**src/rtl/lcd_timing_pkg.sv**
```systemverilog
// rtl/lcd_timing_pkg.sv - panel IDs and timing sets shared by the LCD timing generator
package lcd_timing_pkg;

   localparam logic [15:0] ID_4342 = 16'h4342;
   localparam logic [15:0] ID_7084 = 16'h7084;
   localparam logic [15:0] ID_7016 = 16'h7016;
   localparam logic [15:0] ID_4384 = 16'h4384;
   localparam logic [15:0] ID_1018 = 16'h1018;

   typedef struct packed {
      logic [10:0] hsync;
      logic [10:0] hbp;
      logic [10:0] hdisp;
      logic [10:0] htotal;
      logic [10:0] vsync;
      logic [10:0] vbp;
      logic [10:0] vdisp;
      logic [10:0] vtotal;
   } lcd_timing_t;

   localparam lcd_timing_t TIMING_NONE = '0;

   localparam lcd_timing_t TIMING_4342 = '{
      hsync: 11'd41,  hbp: 11'd2,   hdisp: 11'd480,  htotal: 11'd525,
      vsync: 11'd10,  vbp: 11'd2,   vdisp: 11'd272,  vtotal: 11'd286
   };

   localparam lcd_timing_t TIMING_7084 = '{
      hsync: 11'd128, hbp: 11'd88,  hdisp: 11'd800,  htotal: 11'd1056,
      vsync: 11'd2,   vbp: 11'd33,  vdisp: 11'd480,  vtotal: 11'd525
   };

   localparam lcd_timing_t TIMING_7016 = '{
      hsync: 11'd20,  hbp: 11'd140, hdisp: 11'd1024, htotal: 11'd1344,
      vsync: 11'd3,   vbp: 11'd20,  vdisp: 11'd600,  vtotal: 11'd635
   };

   localparam lcd_timing_t TIMING_4384 = '{
      hsync: 11'd128, hbp: 11'd88,  hdisp: 11'd800,  htotal: 11'd1056,
      vsync: 11'd2,   vbp: 11'd33,  vdisp: 11'd480,  vtotal: 11'd525
   };

   localparam lcd_timing_t TIMING_1018 = '{
      hsync: 11'd10,  hbp: 11'd80,  hdisp: 11'd1280, htotal: 11'd1440,
      vsync: 11'd3,   vbp: 11'd10,  vdisp: 11'd800,  vtotal: 11'd823
   };

   // Backlight follows the incoming ID, so validity is needed without the full table.
   function automatic logic id_valid(input logic [15:0] id);
      case (id)
         ID_4342, ID_7084, ID_7016, ID_4384, ID_1018: id_valid = 1'b1;
         default:                                     id_valid = 1'b0;
      endcase
   endfunction

endpackage

```
**src/rtl/lcd_timing_lut.sv**
```systemverilog
// rtl/lcd_timing_lut.sv - combinational panel ID to timing set decode
module lcd_timing_lut
   import lcd_timing_pkg::*;
(
   input  logic [15:0]  i_lcd_id,
   output lcd_timing_t  o_timing,
   output logic         o_valid
);

   // Unknown IDs give an all-zero set so h_disp/v_disp read 0 downstream.
   always_comb begin
      o_timing = TIMING_NONE;
      o_valid  = 1'b0;
      case (i_lcd_id)
         ID_4342: begin o_timing = TIMING_4342; o_valid = 1'b1; end
         ID_7084: begin o_timing = TIMING_7084; o_valid = 1'b1; end
         ID_7016: begin o_timing = TIMING_7016; o_valid = 1'b1; end
         ID_4384: begin o_timing = TIMING_4384; o_valid = 1'b1; end
         ID_1018: begin o_timing = TIMING_1018; o_valid = 1'b1; end
         default: begin o_timing = TIMING_NONE; o_valid = 1'b0; end
      endcase
   end

endmodule

```
**src/rtl/lcd_timing_gen.sv**
```systemverilog
// rtl/lcd_timing_gen.sv - RGB LCD sync/data-enable generator with per-panel timing
module lcd_timing_gen
   import lcd_timing_pkg::*;
#(
   parameter int PIX_W = 24
)(
   input  logic             clk,
   input  logic             rst_n,
   input  logic [15:0]      lcd_id,
   input  logic [PIX_W-1:0] pixel_data,
   output logic             data_req,
   output logic [10:0]      pixel_xpos,
   output logic [10:0]      pixel_ypos,
   output logic [10:0]      h_disp,
   output logic [10:0]      v_disp,
   output logic             lcd_hs,
   output logic             lcd_vs,
   output logic             lcd_de,
   output logic [PIX_W-1:0] lcd_rgb,
   output logic             lcd_bl
);

   logic [15:0]      r_lcd_id;
   logic [10:0]      r_h_cnt;
   logic [10:0]      r_v_cnt;
   logic             r_de;
   logic [PIX_W-1:0] r_rgb;
   logic             r_hs;
   logic             r_vs;
   logic             r_bl;

   lcd_timing_t      w_tim;
   logic             w_valid;
   logic             w_id_change;
   logic             w_h_last;
   logic             w_v_last;
   logic [10:0]      w_h_start;
   logic [10:0]      w_h_end;
   logic [10:0]      w_v_start;
   logic [10:0]      w_v_end;
   logic             w_h_active;
   logic             w_v_active;

   // The table follows the registered ID so a new panel starts from a cleared frame.
   lcd_timing_lut u_lut (
      .i_lcd_id (r_lcd_id),
      .o_timing (w_tim),
      .o_valid  (w_valid)
   );

   assign w_id_change = (r_lcd_id != lcd_id);
   assign w_h_last    = (r_h_cnt == w_tim.htotal - 11'd1);
   assign w_v_last    = (r_v_cnt == w_tim.vtotal - 11'd1);

   // Request window opens one column early to cover the pixel_data fetch latency.
   assign w_h_start   = w_tim.hsync + w_tim.hbp - 11'd1;
   assign w_h_end     = w_h_start + w_tim.hdisp;
   assign w_v_start   = w_tim.vsync + w_tim.vbp;
   assign w_v_end     = w_v_start + w_tim.vdisp;

   assign w_h_active  = (r_h_cnt >= w_h_start) && (r_h_cnt < w_h_end);
   assign w_v_active  = (r_v_cnt >= w_v_start) && (r_v_cnt < w_v_end);

   assign data_req    = w_valid && w_h_active && w_v_active;
   assign pixel_xpos  = data_req ? (r_h_cnt - w_h_start) : 11'd0;
   assign pixel_ypos  = data_req ? (r_v_cnt - w_v_start) : 11'd0;
   assign h_disp      = w_tim.hdisp;
   assign v_disp      = w_tim.vdisp;

   always_ff @(posedge clk) begin
      if (!rst_n) begin
         r_lcd_id <= 16'd0;
         r_h_cnt  <= 11'd0;
         r_v_cnt  <= 11'd0;
      end else begin
         r_lcd_id <= lcd_id;
         if (w_id_change || !w_valid) begin
            r_h_cnt <= 11'd0;
            r_v_cnt <= 11'd0;
         end else if (w_h_last) begin
            r_h_cnt <= 11'd0;
            r_v_cnt <= w_v_last ? 11'd0 : r_v_cnt + 11'd1;
         end else begin
            r_h_cnt <= r_h_cnt + 11'd1;
         end
      end
   end

   // An ID switch idles the panel pins for one cycle so no stale pixel leaks out.
   always_ff @(posedge clk) begin
      if (!rst_n || w_id_change) begin
         r_de  <= 1'b0;
         r_rgb <= '0;
         r_hs  <= 1'b1;
         r_vs  <= 1'b1;
      end else begin
         r_de  <= data_req;
         r_rgb <= data_req ? pixel_data : '0;
         r_hs  <= ~(r_h_cnt < w_tim.hsync);
         r_vs  <= ~(r_v_cnt < w_tim.vsync);
      end
   end

   always_ff @(posedge clk) begin
      if (!rst_n) begin
         r_bl <= 1'b0;
      end else begin
         r_bl <= id_valid(lcd_id);
      end
   end

   assign lcd_de  = r_de;
   assign lcd_rgb = r_rgb;
   assign lcd_hs  = r_hs;
   assign lcd_vs  = r_vs;
   assign lcd_bl  = r_bl;

endmodule

```
**config.mk**
```make
export PLATFORM = sky130hd
export DESIGN_NAME = lcd_timing_gen
export DESIGN_NICKNAME = d
export VERILOG_FILES = /design/src/rtl/lcd_timing_pkg.sv /design/src/rtl/lcd_timing_lut.sv /design/src/rtl/lcd_timing_gen.sv
export SDC_FILE = /design/constraint.sdc
export NUM_CORES = 1
export LEC_CHECK = 0
export ABC_AREA = 1
export CAP_MARGIN = 20
export CORE_UTILIZATION = 40
export CTS_CLUSTER_SIZE = 14
export DETAILED_ROUTE_END_ITERATION = 8
export PLACE_DENSITY = 0.72
export SYNTH_ARGS = -nofsm -noshare
export SYNTH_HDL_FRONTEND = slang
export SYNTH_SLANG_ARGS = --single-unit
```
**constraint.sdc**
```tcl
create_clock -name clk -period 8.7 [get_ports clk]
set_input_delay 2.175 -clock clk [delete_from_list [all_inputs] [get_ports clk]]
set_output_delay 2.175 -clock clk [all_outputs]
set_load 0.01 [all_outputs]
```
==> impl_metrics.env <==
export IMPL_dp_cells=1196
export IMPL_ys_flop_type="dfxtp_1"
export IMPL_place_hpwl_mm=12.4
export IMPL_violations="design-rule violations"
export IMPL_synth_yosys_seq_area_share=0.216
export IMPL_cts_sinks=66
export IMPL_skew_ns=0.00811
export IMPL_whs_endpoint="r_h_cnt[0]"
export IMPL_synth_cell_types=48
export IMPL_antenna_found_initial=0
export IMPL_grt_use_met3=0.0450
export IMPL_synth_edf_count=0
export IMPL_cp_startpoint="r_lcd_id[3]"
export IMPL_crit_slowest_cell="clkdlybuf4s50_1"
export IMPL_h_tree_depth=3
export IMPL_cts_tree="built"
export IMPL_initial_utilization=0.416
export IMPL_netlist_area_leader_share=0.216
export IMPL_drc=2
export IMPL_cp_required_ns=6.53
export IMPL_cts_buffer_depth=2
export IMPL_final_hold_violation_count=0
export IMPL_antenna_cells=0
export IMPL_synthTopCellsByCount="nand2_1, inv_1, nor2_1, ha_1, dfxtp_1"
export IMPL_cp_end_kind="primary output"
export IMPL_numCtsBuffers=9
export IMPL_tightest_slew_ns=0.600
export IMPL_dr_first_iter_drc_count=348
export IMPL_root_buffer="clkbuf_16"
export IMPL_grt_max_degree=26
export IMPL_vdd_drop_max_mv=0.121
export IMPL_cp_arrival_ns=6.07
export IMPL_synthCells=919
export IMPL_avgSynthCellArea_um2=6.65
export IMPL_totalWireLength_mm=15.8
export IMPL_cp_max_fo=11
export IMPL_synth_seq_cells=66
export IMPL_min_delay_start="r_h_cnt[0]"
export IMPL_finalSetupViolCount=0
export IMPL_synth_most_common_cell="nand2_1"
export IMPL_synth_area_leaders="dfxtp_1, ha_1, nand2_1"
export IMPL_min_path_type="register to register"
export IMPL_syn_area_mm2=0.00611
export IMPL_vias=5986
export IMPL_r2r_start="r_lcd_id[3]"
export IMPL_pre_cts_slack_ns=0.148
export IMPL_power_density_mw_per_mm2=92.4
export IMPL_clock_latency_ns=0.34
export IMPL_busiest_layer="met2"
export IMPL_place_congestion=0.896
export IMPL_cts_reportedPaths_clkPinSlew_ns=0.06
export IMPL_cts_hold_buf=0
export IMPL_finalPower_uw=713
export IMPL_avgViaCountPerCell=4.92
export IMPL_cpLargestDelayFamily="adder cells"
export IMPL_placed_area_mm2=0.00729
export IMPL_r2r_slack_ns=2.79
export IMPL_portBuffers=105
export IMPL_dieArea_mm2=0.0158
export IMPL_wl_per_cell_um=13.0
export IMPL_dieWidth_um=126
export IMPL_use_met1=0.266
export IMPL_layout_worst_path_cycle_share=0.948
export IMPL_io_pins=115
export IMPL_dr_pass1_iters=8
export IMPL_ant_nets=0
export IMPL_worst_slack_ns=0.450
export IMPL_grt_usage=0.205
export IMPL_r2r_cells=34
export IMPL_finish_instance_area_mm2=0.00772
export IMPL_timing_hold_ws_ns=0.478
export IMPL_layout_drive_gt1_share=0.0843
export IMPL_stdcell_count=1216
export IMPL_core_rowCount=44
export IMPL_cp_num_buf_inv=8
export IMPL_p_leak_nw=4.34
export IMPL_r2r_end="lcd_rgb[7]"
export IMPL_use_met2=0.344
export IMPL_slew_headroom=0.599
export IMPL_status="finished, violations left"
export IMPL_fin_crit_ns=8.25
export IMPL_path_class="register to primary output"
export IMPL_synthArstFlopShare=0
export IMPL_fin_nets=1149
export IMPL_slowest_delay_ns=0.53
export IMPL_first_global_vias=5618
export IMPL_yosysWarnings=0
export IMPL_drv_slew=0
export IMPL_drv_cap=0
export IMPL_grt_pass1_wl_mm=26.4
export IMPL_synth_top_area_cell="dfxtp_1"
export IMPL_die_h_um=126
export IMPL_area_growth_pct=26.3
export IMPL_max_freq_ghz=0.121
export IMPL_worstSetupStartpointType="register"
export IMPL_grt_overflow=0
export IMPL_min_delay_path_depth=1
export IMPL_core_area_mm2=0.0147
cells by family (layout without fill, tap and decap cells):
group           Yosys count  after routing  share of synthesized area
simple gates            446            446                      0.331
buf+inv                 195            298                      0.134
compound gates           84             84                     0.0819
fa+ha+maj                80             80                      0.170
flops                    66             66                      0.216
xor+xnor                 46             46                     0.0659
other cells               2             12                    0.00123
cells in the final DEF (no fill, tap or decap), types with 15 or more instances in the layout:
cell and n:
nand4_1 24, o21ai_0 15, clkdlybuf4s50_1 83, dlymetal6s2s_1 22, nor2_1 86, nand2_1 200
nand3_1 55, nor3_1 31, dfxtp_1 63, ha_1 73, xor2_1 34, nor2_2 15
a21oi_1 32, inv_1 159
through the flow:
step / TNS [ns] / util
after detailed placement: 0 / 0.496
final: 0 / 0.525
after floorplan: 0 / -
after global placement: 0 / 0.496
after global routing: -0.00909 / 0.525
after CTS: 0 / 0.516
state kept, by name, indices dropped and copies added, names as in the netlist:
register,flops
r_v_cnt,11
r_h_cnt,11
r_lcd_id,16
lcd_bl,1
lcd_rgb,24
lcd_vs,1
lcd_hs,1
lcd_de,1
what timing repair did:
action	CTS	global route
cloned	0	1
resized for setup	5	39
pin swaps	1	3
buffers inserted	0	3
endpoints found under the setup margin	23	23
hold endpoints to repair	0	0
power by group:
part           switching, mW  leakage (nW)  internal, mW  total [mW]
combinational         0.0298          3.67        0.0281      0.0580
clock                  0.147         0.133         0.197       0.344
sequential           0.00472         0.537         0.306       0.311
total                  0.181          4.34         0.532       0.713
worst max path at each step:
stage	endpoint	cells past startpoint
detailed placement	pixel_xpos[10]	33
global placement	pixel_ypos[0]	34
finish	data_req	34
floorplan	pixel_ypos[1]	35
global route	data_req	34
CTS	pixel_xpos[10]	34
layer usage:
layer  vias up  share of wire
met2       139           0.46
met4         0          0.010
met1      2698           0.48
met5         -              0
li1       3135              -
met3        14          0.056
cell type report:
cell class / count / area (um^2)
well taps: 184 / 230
multi-input cells: 668 / 4070
fillers: 1477 / 6980
clock buffers: 9 / 225
repair buffers: 115 / 1190
flip-flops and latches: 66 / 1330
clock inverters: 7 / 58.8
inverters: 167 / 629
(Power assumes the default switching activity.)
